$ cat config.mk
export PLATFORM = sky130hd
export DESIGN_NAME = pipeline_control_unit_flat
export DESIGN_NICKNAME = d
export VERILOG_FILES = /design/src/rtl/pipeline_control_unit_if.sv /design/src/rtl/pipeline_control_unit.sv /design/src/flat_wrapper.sv
export SDC_FILE = /design/constraint.sdc
export NUM_CORES = 1
export LEC_CHECK = 0
export BUFFER_PORTS_ARGS = -buffer_cell sky130_fd_sc_hd__buf_2
export CAP_MARGIN = 20
export CELL_PAD_IN_SITES_DETAIL_PLACEMENT = 1
export CELL_PAD_IN_SITES_GLOBAL_PLACEMENT = 1
export CORE_MARGIN = 2
export CORE_UTILIZATION = 47
export CTS_BUF_LIST = sky130_fd_sc_hd__clkbuf_2 sky130_fd_sc_hd__clkbuf_4 sky130_fd_sc_hd__clkbuf_8
export DETAILED_ROUTE_END_ITERATION = 7
export PLACE_DENSITY = 0.95
export RECOVER_POWER = 100
export SETUP_SLACK_MARGIN = 0.15
export SLEW_MARGIN = 0
export SYNTH_ARGS = -nofsm -noshare
export SYNTH_HDL_FRONTEND = slang
export SYNTH_SLANG_ARGS = --single-unit
export TNS_END_PERCENT = 10
$ cat constraint.sdc
create_clock -name clk_i -period 5.1 [get_ports clk_i]
set_input_delay 0.765 -clock clk_i [delete_from_list [all_inputs] [get_ports clk_i]]
set_output_delay 0.765 -clock clk_i [all_outputs]
set_load 0.005 [all_outputs]
$ cat src/rtl/pipeline_control_unit_if.sv
// Signal bundle between the 5-stage pipeline datapath and its stall/flush
// controller.
//   master : pipeline side; drives hazard/memory status, receives enables,
//            flushes, the sticky bus error and the event counters.
//   slave  : controller side (pipeline_control_unit).
// CNT_W sets the width of the three performance counters and must match the
// controller instance.
interface pipeline_control_unit_if #(
    parameter int CNT_W = 16
);
    logic [4:0]       rs1_if_id_i;
    logic [4:0]       rs2_if_id_i;
    logic             uses_rs1_en;
    logic             uses_rs2_en;
    logic [4:0]       rd_id_ex_i;
    logic             mem_read_id_ex_en;
    logic             branch_taken_ex_i;
    logic             dmem_req_i;
    logic             dmem_ready_i;

    logic             pc_write_en_o;
    logic             if_id_write_en_o;
    logic             if_id_flush_o;
    logic             id_ex_flush_o;
    logic             ex_mem_write_en_o;
    logic             mem_wb_flush_o;
    logic             bus_error_o;
    logic [CNT_W-1:0] load_use_cnt_o;
    logic [CNT_W-1:0] mem_wait_cnt_o;
    logic [CNT_W-1:0] flush_cnt_o;

    modport master (
        output rs1_if_id_i, rs2_if_id_i, uses_rs1_en, uses_rs2_en,
               rd_id_ex_i, mem_read_id_ex_en, branch_taken_ex_i,
               dmem_req_i, dmem_ready_i,
        input  pc_write_en_o, if_id_write_en_o, if_id_flush_o, id_ex_flush_o,
               ex_mem_write_en_o, mem_wb_flush_o, bus_error_o,
               load_use_cnt_o, mem_wait_cnt_o, flush_cnt_o
    );

    modport slave (
        input  rs1_if_id_i, rs2_if_id_i, uses_rs1_en, uses_rs2_en,
               rd_id_ex_i, mem_read_id_ex_en, branch_taken_ex_i,
               dmem_req_i, dmem_ready_i,
        output pc_write_en_o, if_id_write_en_o, if_id_flush_o, id_ex_flush_o,
               ex_mem_write_en_o, mem_wb_flush_o, bus_error_o,
               load_use_cnt_o, mem_wait_cnt_o, flush_cnt_o
    );
endinterface

$ cat src/rtl/pipeline_control_unit.sv
// Stall/flush controller for the 5-stage pipeline: load-use stalls, taken
// branch flushes resolved in EX, and freezes while data memory is not ready.
// A wait-timeout FSM latches a sticky bus error; saturating counters record
// load-use stalls, frozen cycles and branch flushes.
// Ports:
//   clk_i  : clock, rising edge
//   rst_i  : asynchronous active-high reset; also forces enables/flushes to 0
//   pcu    : pipeline_control_unit_if.slave (hazard inputs, enables, flushes,
//            bus_error_o, counters)
//
// state    | meaning
// RUN      | no outstanding unready memory cycle
// MEM_WAIT | memory access pending, counting down to timeout
// ERROR    | timeout reached; pipeline frozen until reset
module pipeline_control_unit #(
    parameter int TIMEOUT_CYCLES = 255,
    parameter int CNT_W          = 16
) (
    input  logic                    clk_i,
    input  logic                    rst_i,
    pipeline_control_unit_if.slave  pcu
);

    typedef enum logic [1:0] {
        RUN      = 2'd0,
        MEM_WAIT = 2'd1,
        ERROR    = 2'd2
    } state_t;

    // The first unready cycle is seen in RUN, so MEM_WAIT has to cover
    // TIMEOUT_CYCLES-1 further cycles; the down-counter reaches zero on the
    // last of them.
    localparam logic [15:0] WAIT_LOAD = 16'(TIMEOUT_CYCLES - 2);

    state_t      state_q, state_d;
    logic [15:0] wait_left_q, wait_left_d;

    logic             load_use;
    logic             mem_stall;
    logic             freeze;
    logic             lu_inc, mw_inc, fl_inc;
    logic [CNT_W-1:0] load_use_cnt_q, mem_wait_cnt_q, flush_cnt_q;

    always_comb begin
        load_use  = pcu.mem_read_id_ex_en && (pcu.rd_id_ex_i != 5'd0) &&
                    ((pcu.uses_rs1_en && (pcu.rd_id_ex_i == pcu.rs1_if_id_i)) ||
                     (pcu.uses_rs2_en && (pcu.rd_id_ex_i == pcu.rs2_if_id_i)));
        mem_stall = pcu.dmem_req_i && !pcu.dmem_ready_i;
        freeze    = (state_q == ERROR) || mem_stall;
    end

    always_ff @(posedge clk_i or posedge rst_i) begin
        if (rst_i) begin
            state_q     <= RUN;
            wait_left_q <= 16'd0;
        end else begin
            state_q     <= state_d;
            wait_left_q <= wait_left_d;
        end
    end

    always_comb begin
        state_d     = state_q;
        wait_left_d = wait_left_q;
        case (state_q)
            RUN: begin
                if (mem_stall) begin
                    if (TIMEOUT_CYCLES == 1) begin
                        state_d = ERROR;
                    end else begin
                        state_d     = MEM_WAIT;
                        wait_left_d = WAIT_LOAD;
                    end
                end
            end
            MEM_WAIT: begin
                // ready or a dropped request (abort) both end the wait
                if (!mem_stall) begin
                    state_d     = RUN;
                    wait_left_d = 16'd0;
                end else if (wait_left_q == 16'd0) begin
                    state_d = ERROR;
                end else begin
                    wait_left_d = wait_left_q - 16'd1;
                end
            end
            ERROR: begin
                state_d = ERROR;
            end
            default: begin
                state_d     = RUN;
                wait_left_d = 16'd0;
            end
        endcase
    end

    // Freeze dominates; a taken branch overrides a load-use stall so the
    // target is fetched while both younger stages are flushed.
    always_comb begin
        pcu.pc_write_en_o     = !rst_i && !freeze && (pcu.branch_taken_ex_i || !load_use);
        pcu.if_id_write_en_o  = !rst_i && !freeze && !load_use;
        pcu.if_id_flush_o     = !rst_i && !freeze && pcu.branch_taken_ex_i;
        pcu.id_ex_flush_o     = !rst_i && !freeze && (load_use || pcu.branch_taken_ex_i);
        pcu.ex_mem_write_en_o = !rst_i && !freeze;
        pcu.mem_wb_flush_o    = !rst_i && freeze;
        pcu.bus_error_o       = !rst_i && (state_q == ERROR);
    end

    always_comb begin
        lu_inc = !freeze && load_use && !pcu.branch_taken_ex_i;
        mw_inc = freeze;
        fl_inc = !freeze && pcu.branch_taken_ex_i;
    end

    always_ff @(posedge clk_i or posedge rst_i) begin
        if (rst_i) begin
            load_use_cnt_q <= '0;
            mem_wait_cnt_q <= '0;
            flush_cnt_q    <= '0;
        end else begin
            if (lu_inc && (load_use_cnt_q != '1)) load_use_cnt_q <= load_use_cnt_q + 1'b1;
            if (mw_inc && (mem_wait_cnt_q != '1)) mem_wait_cnt_q <= mem_wait_cnt_q + 1'b1;
            if (fl_inc && (flush_cnt_q != '1))    flush_cnt_q    <= flush_cnt_q + 1'b1;
        end
    end

    always_comb begin
        pcu.load_use_cnt_o = load_use_cnt_q;
        pcu.mem_wait_cnt_o = mem_wait_cnt_q;
        pcu.flush_cnt_o    = flush_cnt_q;
    end

endmodule

$ cat src/flat_wrapper.sv
// flat-port wrapper written by rule: the top's interface ports become plain ports
module pipeline_control_unit_flat 
#(
    parameter int TIMEOUT_CYCLES = 255,
    parameter int CNT_W          = 16
)
  (clk_i, rst_i, pcu_rs1_if_id_i, pcu_rs2_if_id_i, pcu_uses_rs1_en, pcu_uses_rs2_en, pcu_rd_id_ex_i, pcu_mem_read_id_ex_en, pcu_branch_taken_ex_i, pcu_dmem_req_i, pcu_dmem_ready_i, pcu_pc_write_en_o, pcu_if_id_write_en_o, pcu_if_id_flush_o, pcu_id_ex_flush_o, pcu_ex_mem_write_en_o, pcu_mem_wb_flush_o, pcu_bus_error_o, pcu_load_use_cnt_o, pcu_mem_wait_cnt_o, pcu_flush_cnt_o);
  pipeline_control_unit_if #(.CNT_W(CNT_W)) pcu_i ();
  input  logic clk_i;
  input  logic rst_i;
  input wire logic [$bits(pcu_i.rs1_if_id_i)-1:0] pcu_rs1_if_id_i;
  input wire logic [$bits(pcu_i.rs2_if_id_i)-1:0] pcu_rs2_if_id_i;
  input wire logic [$bits(pcu_i.uses_rs1_en)-1:0] pcu_uses_rs1_en;
  input wire logic [$bits(pcu_i.uses_rs2_en)-1:0] pcu_uses_rs2_en;
  input wire logic [$bits(pcu_i.rd_id_ex_i)-1:0] pcu_rd_id_ex_i;
  input wire logic [$bits(pcu_i.mem_read_id_ex_en)-1:0] pcu_mem_read_id_ex_en;
  input wire logic [$bits(pcu_i.branch_taken_ex_i)-1:0] pcu_branch_taken_ex_i;
  input wire logic [$bits(pcu_i.dmem_req_i)-1:0] pcu_dmem_req_i;
  input wire logic [$bits(pcu_i.dmem_ready_i)-1:0] pcu_dmem_ready_i;
  output wire logic [$bits(pcu_i.pc_write_en_o)-1:0] pcu_pc_write_en_o;
  output wire logic [$bits(pcu_i.if_id_write_en_o)-1:0] pcu_if_id_write_en_o;
  output wire logic [$bits(pcu_i.if_id_flush_o)-1:0] pcu_if_id_flush_o;
  output wire logic [$bits(pcu_i.id_ex_flush_o)-1:0] pcu_id_ex_flush_o;
  output wire logic [$bits(pcu_i.ex_mem_write_en_o)-1:0] pcu_ex_mem_write_en_o;
  output wire logic [$bits(pcu_i.mem_wb_flush_o)-1:0] pcu_mem_wb_flush_o;
  output wire logic [$bits(pcu_i.bus_error_o)-1:0] pcu_bus_error_o;
  output wire logic [$bits(pcu_i.load_use_cnt_o)-1:0] pcu_load_use_cnt_o;
  output wire logic [$bits(pcu_i.mem_wait_cnt_o)-1:0] pcu_mem_wait_cnt_o;
  output wire logic [$bits(pcu_i.flush_cnt_o)-1:0] pcu_flush_cnt_o;
  assign pcu_i.rs1_if_id_i = pcu_rs1_if_id_i;
  assign pcu_i.rs2_if_id_i = pcu_rs2_if_id_i;
  assign pcu_i.uses_rs1_en = pcu_uses_rs1_en;
  assign pcu_i.uses_rs2_en = pcu_uses_rs2_en;
  assign pcu_i.rd_id_ex_i = pcu_rd_id_ex_i;
  assign pcu_i.mem_read_id_ex_en = pcu_mem_read_id_ex_en;
  assign pcu_i.branch_taken_ex_i = pcu_branch_taken_ex_i;
  assign pcu_i.dmem_req_i = pcu_dmem_req_i;
  assign pcu_i.dmem_ready_i = pcu_dmem_ready_i;
  assign pcu_pc_write_en_o = pcu_i.pc_write_en_o;
  assign pcu_if_id_write_en_o = pcu_i.if_id_write_en_o;
  assign pcu_if_id_flush_o = pcu_i.if_id_flush_o;
  assign pcu_id_ex_flush_o = pcu_i.id_ex_flush_o;
  assign pcu_ex_mem_write_en_o = pcu_i.ex_mem_write_en_o;
  assign pcu_mem_wb_flush_o = pcu_i.mem_wb_flush_o;
  assign pcu_bus_error_o = pcu_i.bus_error_o;
  assign pcu_load_use_cnt_o = pcu_i.load_use_cnt_o;
  assign pcu_mem_wait_cnt_o = pcu_i.mem_wait_cnt_o;
  assign pcu_flush_cnt_o = pcu_i.flush_cnt_o;
  pipeline_control_unit #(.TIMEOUT_CYCLES(TIMEOUT_CYCLES), .CNT_W(CNT_W)) u_core (.clk_i(clk_i), .rst_i(rst_i), .pcu(pcu_i));
endmodule
==> qor.csv <==
metric,value,unit
P&R area growth vs syn,17.2,%
Worst VDD drop,194,µV
syn_area_per_cell,9.96,µm²
cts hold-fix bufs,0,
Routed Antenna Nets,0,
"Seq/Total Area, Yosys",44.6,%
Final TNS setup,0,ns
die height,92.8,µm
vias in the first global route,3673,
clk buf depth,2,
largest net degree at the start of global routing,67,
"top cells by count, synth","dfrtp_1, xnor2_1, nand2_1",
Synth area leaders,"dfrtp_1, xnor2_1, nand4_1, xor2_1, nand3_1",
clock latency at the later pin of the worst-skew pair,0.37,ns
worst endpoint required time,4.34,ns
largest family of logic cells by synthesized area,simple AND/OR/NAND/NOR gates,
final slew viol count,0,
nets@finish,482,
Root Buffer,clkbuf_8,
CTS tree,done,
DRC,0,
GRT overflow,0,
share of cells above drive strength 1,17.6,%
initial antenna violation count,0,
average wire per standard cell,19.8,µm
first-pass GRT wire length,18600,µm
Antenna Cells,0,
PortBufs,77,
WHS Endpoint,u_core.pcu.mem_wait_cnt_o[15]$_DFFE_PP0P_,
Leakage,0.00185,µW
"Net Count, Synth",399,
Synth Cell Area,0.00370,mm²
Hold Slack,0.498,ns
post-CTS resize count,0,
PwrDens,352,mW/mm²
RR Startpoint,u_core.wait_left_q[1]$_DFFE_PP0P_,
crit path kind,input port to output pin,
Die X,92.8,µm
Synth Register Bits,66,
critical path capture point type,output pin,
final non-filler cell total,562,
top-count cell post-synth,dfrtp_1,
row count,32,
core footprint,0.00769,mm²
number of enable flip-flop cells after synthesis,0,
critical register-to-register path endpoint,u_core.wait_left_q[12]$_DFFE_PP0P_,
Post-synth ARST share,100,%
post-synthesis mux area share,2.09,%
Total Routing Usage GR,27.4,%
RSZ-0062 raised after global routing,no,
routability cong.,0.803,
Num Clock Sinks,66,
placed insts,546,
Post-CTS Setup Inserts,0,
Post-Synth Adder-Cell Area,1.35,%
post-synthesis xor/xnor area fraction,13.0,%
Final Skew,0.0107,ns
Layout Utilization,56.5,%
DP HPWL,7350,µm
max cap viols,0,
R2R Setup Slk,2.25,ns
Main synth FF type,dfrtp_1,
Routed WL,11100,µm
Achievable Freq,329,MHz
synth warn,0,
final setup vio count,0,
DR pass1 iterations,4,
vias per inst,6.09,
period utilization,59.6,%
full die area,0.00861,mm²
largest area contributor in the netlist,dfrtp_1,
Synth Area in Compound Gates,9.52,%
outcome,finished clean,
worst slew pin tran,0.865,ns
final hold violations,0,
Critical Path AT,2.28,ns
cells after synthesis,372,
CTS H-Tree Depth,3,
area share of the largest cell type after synthesis,44.6,%
starting density of the core,48.2,%
fin crit period,3.04,ns
worst reg2reg path depth,7,
Boundary Pins,78,
Slew HR,40.8,%
CTS buffer count,9,
Worst Hold Class,flop to flop,
WHS Path Cells,1,
hold path start,u_core.pcu.mem_wait_cnt_o[15]$_DFFE_PP0P_,
initial drt markers,196,
Worst Setup Start Kind,input port,
clock slew at reported path FFs,0.08,ns
Synth cell types,62,
Simple-Gate Fraction of Synth Area,26.8,%
Crit Path Max Fanout,9,
total number of vias,3424,
-- per-layer routing --
| metal | track usage [%] | routed length, µm | share of wire (%) | vias to the layer above |
|---|---|---|---|---|
| met5 | 0 | 0 | 0 | - |
| met4 | 11.6 | 387 | 3.5 | 0 |
| met3 | 6.59 | 677 | 6.1 | 44 |
| met2 | 47.6 | 5680 | 51 | 146 |
| met1 | 32.3 | 4370 | 39 | 1719 |
| li1 | - | - | - | 1515 |
-- metrics by stage --
| stage | cell area [µm²] | power [µW] | setup slack, ns |
|---|---|---|---|
| after floorplan | 3700 | 838 | 2.42 |
| after global placement | 4180 | 939 | 2.11 |
| after detailed placement | 4180 | 975 | 2.10 |
| after CTS | 4420 | 1550 | 2.09 |
| after global routing | 4340 | 1590 | 1.89 |
| final | 4340 | 1530 | 2.06 |
-- logic make-up (layout without fill, tap and decap cells) --
logic type,count (synthesis),count (layout)
adders and majority gates,4,4
buffers and inverters,18,106
AOI/OAI and AO/OA,53,53
DFF,66,66
and+or+nand+nor,169,169
xor gates and xnor gates,55,55
muxes,7,7
-- power by group --
group          internal [µW]  switching [µW]  leakage [µW]  total [µW]
clock                    332             226      0.000117         558
combinational            119             152      0.000873         271
sequential               589             111      0.000864         700
total                   1040             489       0.00185        1530
-- how the worst max path moves through the flow --
stage | startpoint | to | cells after the start
after CTS | pcu_rd_id_ex_i[0] | pcu_if_id_write_en_o | 6
after floorplan | pcu_rd_id_ex_i[0] | pcu_id_ex_flush_o | 4
after global placement | pcu_rd_id_ex_i[0] | pcu_id_ex_flush_o | 6
after detailed placement | pcu_rd_id_ex_i[0] | pcu_id_ex_flush_o | 6
after global routing | u_core.state_q[0]$_DFFE_PP0P_ | pcu_pc_write_en_o | 5
final | pcu_rd_id_ex_i[0] | pcu_pc_write_en_o | 6
-- registers in the layout, indices dropped and copies added (netlist names) --
register and cells:
u_core.pcu.flush_cnt_o 16, u_core.pcu.load_use_cnt_o 16, u_core.wait_left_q 16, u_core.pcu.mem_wait_cnt_o 16, u_core.state_q 2
-- worst max-delay path: stages --
cell	delay, ns
clkbuf_1	0.12
or4_1	0.55
o21a_1	0.30
and2_0	0.24
a21boi_0	0.17
buf_2	0.13
-- layout by cell type, fill, tap and decap left out, types with 4 or more instances in the layout --
cell type | netlist | final
nand4_1 | 21 | 21
and3_1 | 11 | 11
ha_1 | 4 | 4
buf_2 | 0 | 45
a31oi_1 | 5 | 5
nor4_1 | 4 | 5
xor2_1 | 15 | 15
o22ai_1 | 7 | 7
clkbuf_1 | 2 | 30
o21ai_0 | 6 | 11
clkbuf_8 | 0 | 9
o21ai_1 | 9 | 4
nor3_1 | 11 | 11
dfrtp_1 | 66 | 66
nand2b_1 | 4 | 4
inv_1 | 10 | 9
nor2_1 | 27 | 28
and4_1 | 4 | 4
nand3_1 | 25 | 25
a21oi_1 | 8 | 8
nand2_1 | 29 | 29
or3_1 | 4 | 4
xnor2_1 | 40 | 40
-- cell type report --
class	instances	area, µm²
sequential	66	1650
tap	102	128
timing repair buffer	79	363
clock inverter	6	114
multi-input combinational	288	1910
clock buffer	10	131
fill	938	3340
inverter	11	41.3
No activity file was read; power rests on OpenSTA's default activity.
